==> config.mk <==
export PLATFORM = sky130hd
export DESIGN_NAME = fetch_queue_flat
export DESIGN_NICKNAME = d
export VERILOG_FILES = /design/src/rtl/fetch_queue_if.sv /design/src/rtl/fetch_queue.sv /design/src/flat_wrapper.sv
export SDC_FILE = /design/constraint.sdc
export NUM_CORES = 1
export LEC_CHECK = 0
export CORE_MARGIN = 2
export CORE_UTILIZATION = 30
export CTS_CLUSTER_SIZE = 12
export DETAILED_ROUTE_END_ITERATION = 8
export MAX_ROUTING_LAYER = met4
export PLACE_DENSITY = 0.49
export SLEW_MARGIN = 40
export SYNTH_ARGS = -nofsm -noshare
export SYNTH_HDL_FRONTEND = slang
export SYNTH_SLANG_ARGS = --single-unit
==> constraint.sdc <==
create_clock -name clk -period 3.5 [get_ports clk]
set_clock_uncertainty 0.1 [all_clocks]
set_input_delay 1.05 -clock clk [delete_from_list [all_inputs] [get_ports clk]]
set_output_delay 1.05 -clock clk [all_outputs]
set_load 0.03 [all_outputs]
==> src/rtl/fetch_queue_if.sv <==
`default_nettype none
// ============================================================================
// Module      : fetch_queue_if
// Description : Bundle of the fetch-stage signals: instruction-memory
//               address/data, downstream redirect, and the decode-side
//               valid/ready head port with occupancy.
//               master : the fetch_queue itself
//               slave  : the environment (imem + decode + branch unit)
// Revision    : 1.0 - initial release
// ============================================================================
interface fetch_queue_if #(
  parameter int DEPTH = 4
);
  localparam int CW = $clog2(DEPTH) + 1;

  logic [31:0]   imem_addr;
  logic [31:0]   imem_data;
  logic          redirect;
  logic [31:0]   redirect_pc;
  logic          out_valid;
  logic          out_ready;
  logic [31:0]   out_instr;
  logic [31:0]   out_pc;
  logic [31:0]   out_pc_plus4;
  logic [CW-1:0] count;

  modport master (
    output imem_addr, out_valid, out_instr, out_pc, out_pc_plus4, count,
    input  imem_data, redirect, redirect_pc, out_ready
  );

  modport slave (
    input  imem_addr, out_valid, out_instr, out_pc, out_pc_plus4, count,
    output imem_data, redirect, redirect_pc, out_ready
  );
endinterface
`default_nettype wire

==> src/rtl/fetch_queue.sv <==
`default_nettype none
// ============================================================================
// Module      : fetch_queue
// Description : Instruction-fetch stage with a DEPTH-entry first-word-fall-
//               through prefetch queue. Presents fetch_pc on imem_addr,
//               captures {imem_data, fetch_pc} each cycle there is room,
//               and hands entries to decode over a valid/ready handshake.
//               A redirect flushes the queue and reloads fetch_pc.
// Ports       : clk   - clock, rising edge
//               rst_n - asynchronous active-low reset
//               bus   - fetch_queue_if.master (imem, redirect, head port)
// Revision    : 1.0 - initial release
// ============================================================================
module fetch_queue #(
  parameter int          DEPTH    = 4,
  parameter logic [31:0] RESET_PC = 32'h0000_0000
) (
  input  wire            clk,
  input  wire            rst_n,
  fetch_queue_if.master  bus
);

  localparam int AW = $clog2(DEPTH);
  localparam int CW = AW + 1;
  localparam logic [CW-1:0] C_FULL = CW'(DEPTH);

  logic [31:0]   fetch_pc_q, fetch_pc_d;
  logic [AW-1:0] rd_ptr_q,   rd_ptr_d;
  logic [AW-1:0] wr_ptr_q,   wr_ptr_d;
  logic [CW-1:0] count_q,    count_d;
  logic [31:0]   instr_q [DEPTH];
  logic [31:0]   pc_q    [DEPTH];

  logic w_valid;
  logic w_pop;
  logic w_push;

  // Redirect masks the head so decode never consumes a wrong-path entry.
  assign w_valid = (count_q != '0) && !bus.redirect;
  assign w_pop   = w_valid && bus.out_ready;
  // A full queue still accepts a word when the head leaves on the same edge.
  assign w_push  = !bus.redirect && ((count_q != C_FULL) || w_pop);

  always_comb begin
    fetch_pc_d = fetch_pc_q;
    rd_ptr_d   = rd_ptr_q;
    wr_ptr_d   = wr_ptr_q;
    count_d    = count_q;
    if (bus.redirect) begin
      // Flush by snapping the read pointer onto the write pointer;
      // stale storage is simply left behind.
      fetch_pc_d = {bus.redirect_pc[31:2], 2'b00};
      rd_ptr_d   = wr_ptr_q;
      count_d    = '0;
    end else begin
      if (w_push) begin
        fetch_pc_d = fetch_pc_q + 32'd4;
        wr_ptr_d   = wr_ptr_q + AW'(1);
      end
      if (w_pop) begin
        rd_ptr_d = rd_ptr_q + AW'(1);
      end
      count_d = count_q + CW'(w_push) - CW'(w_pop);
    end
  end

  always_ff @(posedge clk or negedge rst_n) begin
    if (!rst_n) begin
      fetch_pc_q <= RESET_PC;
      rd_ptr_q   <= '0;
      wr_ptr_q   <= '0;
      count_q    <= '0;
      for (int i = 0; i < DEPTH; i++) begin
        instr_q[i] <= '0;
        pc_q[i]    <= '0;
      end
    end else begin
      fetch_pc_q <= fetch_pc_d;
      rd_ptr_q   <= rd_ptr_d;
      wr_ptr_q   <= wr_ptr_d;
      count_q    <= count_d;
      if (w_push) begin
        instr_q[wr_ptr_q] <= bus.imem_data;
        pc_q[wr_ptr_q]    <= fetch_pc_q;
      end
    end
  end

  assign bus.imem_addr    = fetch_pc_q;
  assign bus.out_valid    = w_valid;
  assign bus.out_instr    = instr_q[rd_ptr_q];
  assign bus.out_pc       = pc_q[rd_ptr_q];
  assign bus.out_pc_plus4 = pc_q[rd_ptr_q] + 32'd4;
  assign bus.count        = count_q;

endmodule
`default_nettype wire

==> src/flat_wrapper.sv <==
// flat-port wrapper written by rule: the top's interface ports become plain ports
module fetch_queue_flat 
#(
  parameter int          DEPTH    = 4,
  parameter logic [31:0] RESET_PC = 32'h0000_0000
)
  (clk, rst_n, bus_imem_addr, bus_out_valid, bus_out_instr, bus_out_pc, bus_out_pc_plus4, bus_count, bus_imem_data, bus_redirect, bus_redirect_pc, bus_out_ready);
  fetch_queue_if #(.DEPTH(DEPTH)) bus_i ();
  input  wire clk;
  input  wire rst_n;
  output wire logic [$bits(bus_i.imem_addr)-1:0] bus_imem_addr;
  output wire logic [$bits(bus_i.out_valid)-1:0] bus_out_valid;
  output wire logic [$bits(bus_i.out_instr)-1:0] bus_out_instr;
  output wire logic [$bits(bus_i.out_pc)-1:0] bus_out_pc;
  output wire logic [$bits(bus_i.out_pc_plus4)-1:0] bus_out_pc_plus4;
  output wire logic [$bits(bus_i.count)-1:0] bus_count;
  input wire logic [$bits(bus_i.imem_data)-1:0] bus_imem_data;
  input wire logic [$bits(bus_i.redirect)-1:0] bus_redirect;
  input wire logic [$bits(bus_i.redirect_pc)-1:0] bus_redirect_pc;
  input wire logic [$bits(bus_i.out_ready)-1:0] bus_out_ready;
  assign bus_imem_addr = bus_i.imem_addr;
  assign bus_out_valid = bus_i.out_valid;
  assign bus_out_instr = bus_i.out_instr;
  assign bus_out_pc = bus_i.out_pc;
  assign bus_out_pc_plus4 = bus_i.out_pc_plus4;
  assign bus_count = bus_i.count;
  assign bus_i.imem_data = bus_imem_data;
  assign bus_i.redirect = bus_redirect;
  assign bus_i.redirect_pc = bus_redirect_pc;
  assign bus_i.out_ready = bus_out_ready;
  fetch_queue #(.DEPTH(DEPTH), .RESET_PC(RESET_PC)) u_core (.clk(clk), .rst_n(rst_n), .bus(bus_i));
endmodule
==> out/results.tsv, run 1 <==
stage	metric	value	unit
routing	DRC	0	
power	P_leak	8.972	nW
cells_and_area	fin nets	1295	
power	Sw Pwr	8.036	mW
cells_and_area	layout cells sized above 1	0.4891	
sta	setup repair after global routing missed its margin	yes	
cells_and_area	commonest non-fill, non-tap cell in the layout	dfrtp_1	
placement	dpl ws	-0.3133	ns
global_routing	total global routing overflow	0	
routing	total wire length	38.03	mm
cts	clk slew on worst S/H paths	0.06	ns
routing	drt first pass iters	4	
sta	final number of setup-violating endpoints	65	
cells_and_area	leading cell types in the layout, fill and taps excluded	dfrtp_1 (283), mux2_4 (240), clkdlybuf4s50_1 (96), buf_4 (93), mux4_2 (62)	
yosys	synthesized netlist cell count	938	
yosys	Post-synth EDFFs	0	
worst_setup_path	Max Fanout on Critical Path	7	
floorplanning	Initial Util	0.3021	
floorplanning	CORE AREA	0.04865	mm2
cts	H-tree levels	2	
placement	placed cell areas	0.01742	mm2
worst_setup_path	CP Capture Type	primary output	
global_routing	initial antenna violation count	1	
power	combinational cell fraction of total power	0.564	
power	Switching Fraction	0.3707	
cts	total clock sinks	285	
floorplanning	Die Height	225.3	um
yosys	Async S/R FF share, synth	1.000	
sta	final period utilization	1.145	
global_routing	first-pass GRT wire length	58.70	mm
placement	hpwl dp	24.36	mm
yosys	sequential area share after synthesis	0.4852	
floorplanning	I/O Pins	200	
routing	Final ANT Viol Nets	0	
placement	I/O Buffers	191	
global_routing	vias in the first global route	9409	
floorplanning	Chip Width	225.3	um
global_routing	Tot GR Track Use	0.1558	
placement	Placed Instances	1769	
cells_and_area	Synth-to-Final Area Change	31.40	%
sta	fmax	249.5	MHz
sta	Final Critical Period	4.008	ns
cts	cts hold-fix bufs	0	
sta	TNS Setup	-12.12	ns
yosys	Avg Cell Area, Syn	15.67	um2
sta	relative max-transition margin	0.5428	
routing	Iteration-0 DRC Markers	355	
yosys	Synth Flop Type	dfrtp_1	
yosys	Synth area leader	dfrtp_1	
floorplanning	site row count	81	
run_status	status	finished, violations left	
job	maxcap violations	0	
cts	Clock Latency Late Sink	0.54	ns
yosys	Area contributors post-synth	dfrtp_1 (49%), mux2_4 (25%), mux4_2 (9.5%)	
sta	Fin. Hold Viols	0	
routing	via count	8660	
power	total power	21.68	mW
worst_setup_path	CP Data Arrival Time	2.86	ns
yosys	Synth warnings	0	
power	PwrDens	1122	mW/mm2
routing	Avg Vias per Cell	4.646	
cts	CTS tree	yes	
run_status	failing checks	negative setup slack	
power	Internal	13.64	mW
yosys	Synth Register Bits	285	
worst_setup_path	Critical Path RT	2.35	ns
cells_and_area	post-route cell area	0.01931	mm2
cts	root buffer cell	clkbuf_16	
routing	Routed wire per std cell	20.40	um
cts	total CTS buffers	36	
power	Max VDD drop	0.0004789	V
worst_setup_path	crit path kind	reg -> out	
floorplanning	total die area	0.05078	mm2
yosys	synth unique cells	40	
cells_and_area	fillers	4562	
sta	Slew Viols, Final	0	
sta	Slew @ Worst Pin	0.6839	ns
yosys	post-synth top area share	0.4852	
global_routing	largest net degree at the start of global routing	78	
placement	Final Wtd Congestion	0.7668	
worst_setup_path	critical path launch point type	register	
min_path	Hold Crit Class	in -> async	
power	share of power burned in registers	0.266	
cts	worst-case clock buffer depth	3	
yosys	Synth Cell Area	0.01470	mm2
sta	final worst slack	-0.5079	ns
power	clock share of power	0.170	
cells_and_area	Layout Cells excl Fill	1864	
## cell usage after synthesis, types with 3 or more instances
master and number:
xnor2_1 55, mux2_4 240, nor3_1 11, buf_6 3, buf_12 25, and4_1 3, xor2_1 6, and3_1 6
nand2_1 51, nor2_1 18, mux4_2 62, dfrtp_1 285, o21ai_0 32, buf_1 3, clkbuf_1 22, buf_4 8
buf_2 10, nor4_1 12, ha_1 8, nand3_1 21, nand2_8 4, mux2_2 8, inv_1 14, nand4_1 12
## flip-flops by register name, summed over array words and instances, names as in the netlist
name and flops:
u_core.bus.imem_addr 30, u_core.bus.count 3, u_core.rd_ptr_q 2, u_core.instr_q 128
u_core.pc_q 120, u_core.wr_ptr_q 2
## stage by stage
stage | hold WS [ns] | util
2_1_floorplan | 0.3738 | -
3_3_place_gp | 0.3837 | 0.3579
3_5_place_dp | 0.3897 | 0.3581
4_1_cts | 0.4043 | 0.3913
5_1_grt | 0.4150 | 0.3970
6_report | 0.3896 | 0.3970
## metal layers
metal / up-vias / track usage / part of all wire
met5: - / - / 0
met2: 163 / 0.2378 / 0.47
met1: 4521 / 0.2110 / 0.46
met3: 49 / 0.03520 / 0.053
li1: 3927 / - / -
met4: 0 / 0.03653 / 0.017
## path summary, 6_finish.rpt
path	start	slack, ns	to	cells after the start
setup / recovery	u_core.rd_ptr_q[1]$_DFFE_PN0P_	-0.51	bus_out_pc_plus4[31]	11
hold / removal	rst_n	0.39	u_core.pc_q[99]$_DFFE_PN0P_	1
setup reg to reg	u_core.bus.imem_addr[13]$_DFFE_PN0N_	0.98	u_core.bus.imem_addr[31]$_DFFE_PN0N_	5
hold reg to reg	u_core.instr_q[40]$_DFFE_PN0P_	0.40	u_core.instr_q[40]$_DFFE_PN0P_	1
max in group asynchronous	rst_n	1.95	u_core.pc_q[19]$_DFFE_PN0P_	3
min in group clk	u_core.instr_q[40]$_DFFE_PN0P_	0.40	u_core.instr_q[40]$_DFFE_PN0P_	1
## cells by family (layout without fill, tap and decap cells)
logic type	Yosys count	after routing	share of synthesized area
AOI/OAI and AO/OA	37	37	0.01379
xor gates and xnor gates	61	61	0.03635
adders and majority gates	9	9	0.008173
buffers and inverters	85	383	0.05380
DFF	285	285	0.4852
muxes	311	311	0.3470
other	1	7	0.0002551
and+or+nand+nor	149	149	0.05542
## final cells by class
| cell class | count | area (um2) | area share |
|---|---|---|---|
| Sequential cell | 285 | 7139 | 0.3697 |
| Multi-Input combinational cell | 573 | 6988 | 0.3618 |
| Timing Repair Buffer | 308 | 3186 | 0.1649 |
| Clock buffer | 50 | 1044 | 0.05403 |
| Tap cell | 622 | 778.2 | 0.04030 |
| Clock inverter | 11 | 123.9 | 0.006414 |
| Inverter | 14 | 52.55 | 0.002721 |
| Antenna cell | 1 | 2.502 | 0.0001296 |
## critical path, stage by stage, from the launching register on
cell and delay (ns):
dfrtp_4 0.50, buf_6 0.14, buf_8 0.13, buf_8 0.13
mux4_2 0.24, nand4_1 0.18, nor3_4 0.24, buf_12 0.14
nand4_1 0.15, buf_6 0.18, xnor2_4 0.15, buf_12 0.14
## power groups by stage
stage / Sequential, mW / Combinational [mW] / Clock (mW)
after floorplan: 5.52 / 7.93 / 0
after global placement: 5.77 / 11.4 / 0
after detailed placement: 5.77 / 11.4 / 0
after CTS: 5.75 / 11.8 / 3.82
after global routing: 5.97 / 12.9 / 3.95
final: 5.77 / 12.2 / 3.68
## timing repair
item	CTS	global route
buffers inserted	17	13
pin swaps	10	12
endpoints found under the setup margin	87	77
gates cloned	1	2
resized for setup	213	150
(Power assumes the default switching activity.)
==> run 2, diff against run 1 <==
CORE_UTILIZATION = 47   (was 30)
CTS_CLUSTER_DIAMETER = 40   (was not set)
PLACE_DENSITY = 0.7   (was 0.49)
==> run 2 against run 1 <==
  * The flow still finishes with violations (negative setup slack)
  * Highest routed layer unchanged
  * Power fell by 0.36%
  * Cell count fell by 13%
  * Hold slack got worse by 0.022 ns
  * Critical endpoint unchanged
  * Non-clock buffer count fell by 25
  * Critical path depth fell by 2
  * Via count rose by 0.67%
  * Wire length fell by 10%
  * Register-to-register slack improved by 0.07 ns
  * Largest cell class unchanged
  * Sequential share of layout area rose by 0.71 points
==> out/results.tsv, run 2 (synthesized netlist as in run 1, its figures left out) <==
stage	metric	value	unit
cells_and_area	fin nets	1276	
global_routing	first-pass GRT wire length	54.46	mm
worst_setup_path	CP max stage cell	dfrtp_4	
floorplanning	site row count	64	
sta	Slew @ Worst Pin	0.6470	ns
cells_and_area	leading cell types in the layout, fill and taps excluded	dfrtp_1 (283), mux2_4 (240), buf_4 (100), clkdlybuf4s50_1 (96), mux4_2 (62)	
cells_and_area	post-route cell area	0.01895	mm2
placement	hpwl dp	22.03	mm
routing	Avg Vias per Cell	5.352	
worst_setup_path	CP Capture Type	primary output	
floorplanning	Chip Width	180.8	um
sta	final period utilization	1.141	
worst_setup_path	Max Fanout on Critical Path	6	
cts	clk slew on worst S/H paths	0.06	ns
routing	drt first pass iters	5	
worst_setup_path	Critical Path RT	2.35	ns
sta	Final Critical Period	3.994	ns
cts	total CTS buffers	42	
cts	total clock sinks	285	
routing	total wire length	34.13	mm
placement	I/O Buffers	191	
cells_and_area	commonest non-fill, non-tap cell in the layout	dfrtp_1	
cells_and_area	Synth-to-Final Area Change	28.92	%
placement	Final Wtd Congestion	0.7922	
job	maxcap violations	0	
cts	Clock Latency Late Sink	0.53	ns
worst_setup_path	Crit. path cell count	9	
worst_setup_path	Reg2Reg Depth	7	
worst_setup_path	critical path launch point type	register	
cts	root buffer cell	clkbuf_16	
routing	Iteration-0 DRC Markers	485	
worst_setup_path	CP Data Arrival Time	2.84	ns
global_routing	total global routing overflow	0	
run_status	failing checks	negative setup slack	
global_routing	initial antenna violation count	1	
sta	Slew Viols, Final	0	
routing	Routed wire per std cell	20.95	um
power	PwrDens	1140	mW/mm2
floorplanning	Initial Util	0.4792	
floorplanning	total die area	0.03270	mm2
run_status	status	finished, violations left	
power	P_leak	9.144	nW
cells_and_area	fin util	0.6178	
worst_setup_path	crit path kind	reg -> out	
power	Max VDD drop	0.0008349	V
worst_setup_path	CP top delay family	buffers and inverters	
floorplanning	CORE AREA	0.03067	mm2
floorplanning	I/O Pins	200	
cts	CTS tree	yes	
sta	final number of setup-violating endpoints	29	
routing	via count	8718	
routing	DRC	0	
worst_setup_path	critical path launch point	u_core.rd_ptr_q[0]$_DFFE_PN0P_	
cts	H-tree levels	2	
routing	Final ANT Viol Nets	0	
cells_and_area	max FFs per register	128	
cts	worst-case clock buffer depth	3	
global_routing	vias in the first global route	9358	
placement	placed cell areas	0.01707	mm2
floorplanning	Die Height	180.8	um
cells_and_area	fillers	2252	
global_routing	largest net degree at the start of global routing	72	
worst_setup_path	max incr delay on CP	0.55	ns
sta	setup repair after global routing missed its margin	yes	
cells_and_area	layout cells sized above 1	0.4440	
worst_setup_path	Crit Reg-Reg Startpoint	u_core.bus.count[2]$_DFF_PN0_	
min_path	Hold Crit Class	in -> async	
sta	fmax	250.3	MHz
sta	Fin. Hold Viols	0	
cells_and_area	Largest Register	u_core.instr_q	
worst_setup_path	worst path cell trace	buf_6 > buf_6 > mux4_2 > nand2_4 > nor3_4 > buf_12 > nand4_1 > xnor2_2 > buf_12	
worst_setup_path	Worst Path Buf+Inv	4	
sta	final worst slack	-0.4945	ns
sta	relative max-transition margin	0.5675	
global_routing	Tot GR Track Use	0.2149	
## run 2: changes by cell type in the layout (fill, tap and decap cells not counted), sizes merged, moves of 4 or more
| cell | delta |
|---|---|
| buf | -59 |
| dlygate4sd2 | +17 |
| bufinv | +4 |
| clkinvlp | +4 |
| inv | +6 |
| dlymetal6s2s | +28 |
| clkdlybuf4s15 | -7 |
## run 2: routing by layer
metal,vias up,share of wire,track usage
li1,3891,-,-
met1,4598,0.44,0.2811
met2,185,0.49,0.3459
met3,44,0.052,0.04293
met4,0,0.018,0.05387
met5,-,0,-
## run 2: area by class of cell
type,count,area (um2),share of cell area
Antenna cell,1,2.502,0.0001321
Clock buffer,51,1146,0.06049
Clock inverter,26,342.8,0.01809
Inverter,14,52.55,0.002773
Multi-Input combinational cell,573,6908,0.3646
Sequential cell,285,7139,0.3768
Tap cell,396,495.5,0.02615
Timing Repair Buffer,283,2861,0.1510
## run 2: power by group
group | total, mW | internal (mW) | switching, mW | leakage [nW]
logic | 11.4 | 6.07 | 5.30 | 4.98
registers | 5.83 | 4.83 | 0.997 | 3.44
clock network | 4.41 | 2.81 | 1.59 | 0.722
## run 2: stage by stage
stage / TNS [ns] / total power [mW] / instances / hold WS (ns) / setup WS (ns)
finish: -9.617 / 21.60 / 1629 / 0.3674 / -0.4945
CTS: -18.65 / 21.59 / 1617 / 0.3714 / -0.5560
global route: -13.14 / 22.62 / 1629 / 0.3931 / -0.6212
detailed placement: -0.7325 / 17.03 / 1528 / 0.3888 / -0.1726
global placement: -0.5327 / 16.85 / 1528 / 0.3842 / -0.1735
floorplan: 0 / 13.45 / 943 / 0.3738 / 0.003094
## run 2: final timing paths
check / slack (ns) / endpoint
hold / removal: 0.37 / u_core.bus.imem_addr[5]$_DFFE_PN0N_
setup reg to reg: 1.05 / u_core.pc_q[90]$_DFFE_PN0P_
min in group clk: 0.40 / u_core.instr_q[31]$_DFFE_PN0P_
setup / recovery: -0.49 / bus_out_pc_plus4[31]
hold reg to reg: 0.40 / u_core.instr_q[31]$_DFFE_PN0P_
max in group asynchronous: 2.14 / u_core.pc_q[47]$_DFFE_PN0P_
## run 2: timing repair
| item | 4_1_cts | 5_1_grt |
|---|---|---|
| resized for setup | 52 | 54 |
| gates cloned | 0 | 1 |
| hold buffers | 0 | 0 |
| setup endpoints to repair | 84 | 75 |
| pin swaps | 7 | 13 |
| buffers inserted | 12 | 12 |
==> run 3, diff against run 2 <==
CORE_ASPECT_RATIO = 0.5   (was not set)
==> run 3 against run 2 <==
  * The flow still finishes with violations (negative setup slack)
  * Non-clock buffer count rose by 27
  * Design area is 0.94% lower
  * Hold slack better by 0.0013 ns
  * Sequential share of layout area is 0.36 points higher
  * Power decreased by 3.5%
  * Critical path type unchanged
  * Largest cell class unchanged
  * Largest power group unchanged
==> out/results.tsv, run 3 (synthesized netlist as in run 1, its figures left out) <==
stage	metric	value	unit
routing	via count	8772	
cts	worst-case clock buffer depth	3	
sta	relative max-transition margin	0.5927	
routing	Routed wire per std cell	21.38	um
routing	total wire length	35.24	mm
floorplanning	CORE AREA	0.03057	mm2
floorplanning	total die area	0.03279	mm2
cells_and_area	layout cells sized above 1	0.4906	
job	maxcap violations	0	
placement	hpwl dp	23.59	mm
cells_and_area	fillers	2265	
sta	TNS Setup	-12.46	ns
sta	final hold slack	0.3687	ns
floorplanning	Chip Width	254.1	um
worst_setup_path	Critical Path RT	2.35	ns
cells_and_area	Antenna diodes	0	
sta	final worst slack	-0.5571	ns
global_routing	largest net degree at the start of global routing	76	
floorplanning	site row count	45	
worst_setup_path	crit path kind	reg -> out	
cts	root buffer cell	clkbuf_16	
placement	I/O Buffers	191	
cts	total CTS buffers	30	
cells_and_area	footprint of the multi-input gates	0.007028	mm2
cells_and_area	fin nets	1291	
cells_and_area	Layout Cells excl Fill	1648	
floorplanning	Die Height	129.0	um
routing	Iteration-0 DRC Markers	547	
power	Max VDD drop	0.0005391	V
worst_setup_path	Max Fanout on Critical Path	7	
cts	CTS tree	yes	
cells_and_area	leading cell types in the layout, fill and taps excluded	dfrtp_1 (283), mux2_4 (240), clkdlybuf4s50_1 (96), buf_4 (90), mux4_2 (62)	
sta	Final Critical Period	4.057	ns
cts	clk slew on worst S/H paths	0.06	ns
min_path	Hold Crit Class	in -> async	
cts	H-tree levels	1	
sta	Slew @ Worst Pin	0.6093	ns
global_routing	Tot GR Track Use	0.2278	
cells_and_area	Synth-to-Final Area Change	27.70	%
power	P_leak	8.843	nW
global_routing	total global routing overflow	0	
routing	Avg Vias per Cell	5.323	
sta	final number of setup-violating endpoints	37	
worst_setup_path	CP Data Arrival Time	2.91	ns
cts	total clock sinks	285	
worst_setup_path	critical path launch point type	register	
cells_and_area	commonest non-fill, non-tap cell in the layout	dfrtp_1	
placement	placed cell areas	0.01731	mm2
global_routing	vias in the first global route	9722	
routing	DRC	0	
sta	final period utilization	1.159	
placement	Final Wtd Congestion	0.8482	
sta	Slew Viols, Final	0	
routing	drt first pass iters	4	
sta	setup repair after global routing missed its margin	yes	
sta	fmax	246.5	MHz
power	total power	20.85	mW
cts	Clock Latency Late Sink	0.57	ns
global_routing	initial antenna violation count	0	
worst_setup_path	Reg2Reg Depth	7	
power	PwrDens	1111	mW/mm2
routing	Final ANT Viol Nets	0	
cells_and_area	Sequential Area	0.007139	mm2
worst_setup_path	CP Capture Type	primary output	
cells_and_area	max FFs per register	128	
cells_and_area	Largest Register	u_core.instr_q	
placement	Placed Instances	1574	
sta	Fin. Hold Viols	0	
global_routing	first-pass GRT wire length	56.43	mm
floorplanning	I/O Pins	200	
cells_and_area	post-route cell area	0.01877	mm2
floorplanning	Initial Util	0.4807	
run_status	status	finished, violations left	
run_status	failing checks	negative setup slack	
==> run 3: cell count changes in the layout (fill, tap and decap cells not counted), sizes merged <==
cell           previous run  this run
clkbuf                   54        42
clkdlybuf4s15             5         6
dlygate4sd2              21         1
bufinv                    6         1
dlymetal6s2s             28         0
clkinvlp                  4         0
buf                     130       202
inv                      21        16
clkinv                    9         3
diode                     1         0
==> run 3: metrics by stage <==
stage	utilization	setup slack, ns
floorplan	-	0.003094
global placement	0.5659	-0.2497
detailed placement	0.5661	-0.1295
CTS	0.6068	-0.6213
global route	0.6139	-0.6686
finish	0.6139	-0.5571
==> run 3: path summary, 6_finish.rpt <==
| check | slack (ns) | endpoint | start |
|---|---|---|---|
| setup reg to reg | 0.98 | u_core.pc_q[7]$_DFFE_PN0P_ | u_core.bus.count[1]$_DFF_PN0_ |
| max in group asynchronous | 2.10 | u_core.instr_q[82]$_DFFE_PN0P_ | rst_n |
| hold reg to reg | 0.40 | u_core.pc_q[36]$_DFFE_PN0P_ | u_core.pc_q[36]$_DFFE_PN0P_ |
| min in group clk | 0.40 | u_core.pc_q[36]$_DFFE_PN0P_ | u_core.pc_q[36]$_DFFE_PN0P_ |
| hold / removal | 0.37 | u_core.bus.imem_addr[21]$_DFFE_PN0N_ | rst_n |
| setup / recovery | -0.56 | bus_out_pc_plus4[31] | u_core.rd_ptr_q[0]$_DFFE_PN0P_ |
==> run 3: critical path, cell delays in order (launching register included) <==
cell and delay, ns:
dfrtp_4 0.58, buf_12 0.18, mux4_2 0.37, nand2_2 0.07
buf_6 0.12, nor3_4 0.26, buf_12 0.16, nand4_1 0.15
xnor2_1 0.18, buf_4 0.14, buf_12 0.11
==> run 3: what timing repair did <==
| item | in CTS | in global routing |
|---|---|---|
| resized for setup | 328 | 84 |
| endpoints found under the setup margin | 87 | 70 |
| hold endpoints to repair | 0 | 0 |
| buffers inserted | 27 | 10 |
| hold buffers | 0 | 0 |
| pin swaps | 21 | 26 |
| gates cloned | 2 | 0 |
==> run 3: routing by layer <==
layer / GRT usage / vias to the layer above / routed length, um
li1: - / 3911 / -
met1: 0.3030 / 4652 / 15930
met2: 0.3774 / 167 / 17590
met3: 0.03395 / 42 / 1191
met4: 0.04464 / 0 / 523
met5: - / - / 0
==> run 3: area by class of cell <==
cell class,count,share of cell area
flip-flops and latches,285,0.3804
multi-input cells,573,0.3744
repair buffers,310,0.1669
clock buffers,37,0.04300
well taps,423,0.02820
clock inverters,6,0.004266
inverters,14,0.002800
==> run 3: report_power, final <==
part           internal, mW  switching (mW)
combinational          6.42            5.58
sequential             4.83            1.03
clock                  1.69            1.31
total                  12.9            7.91
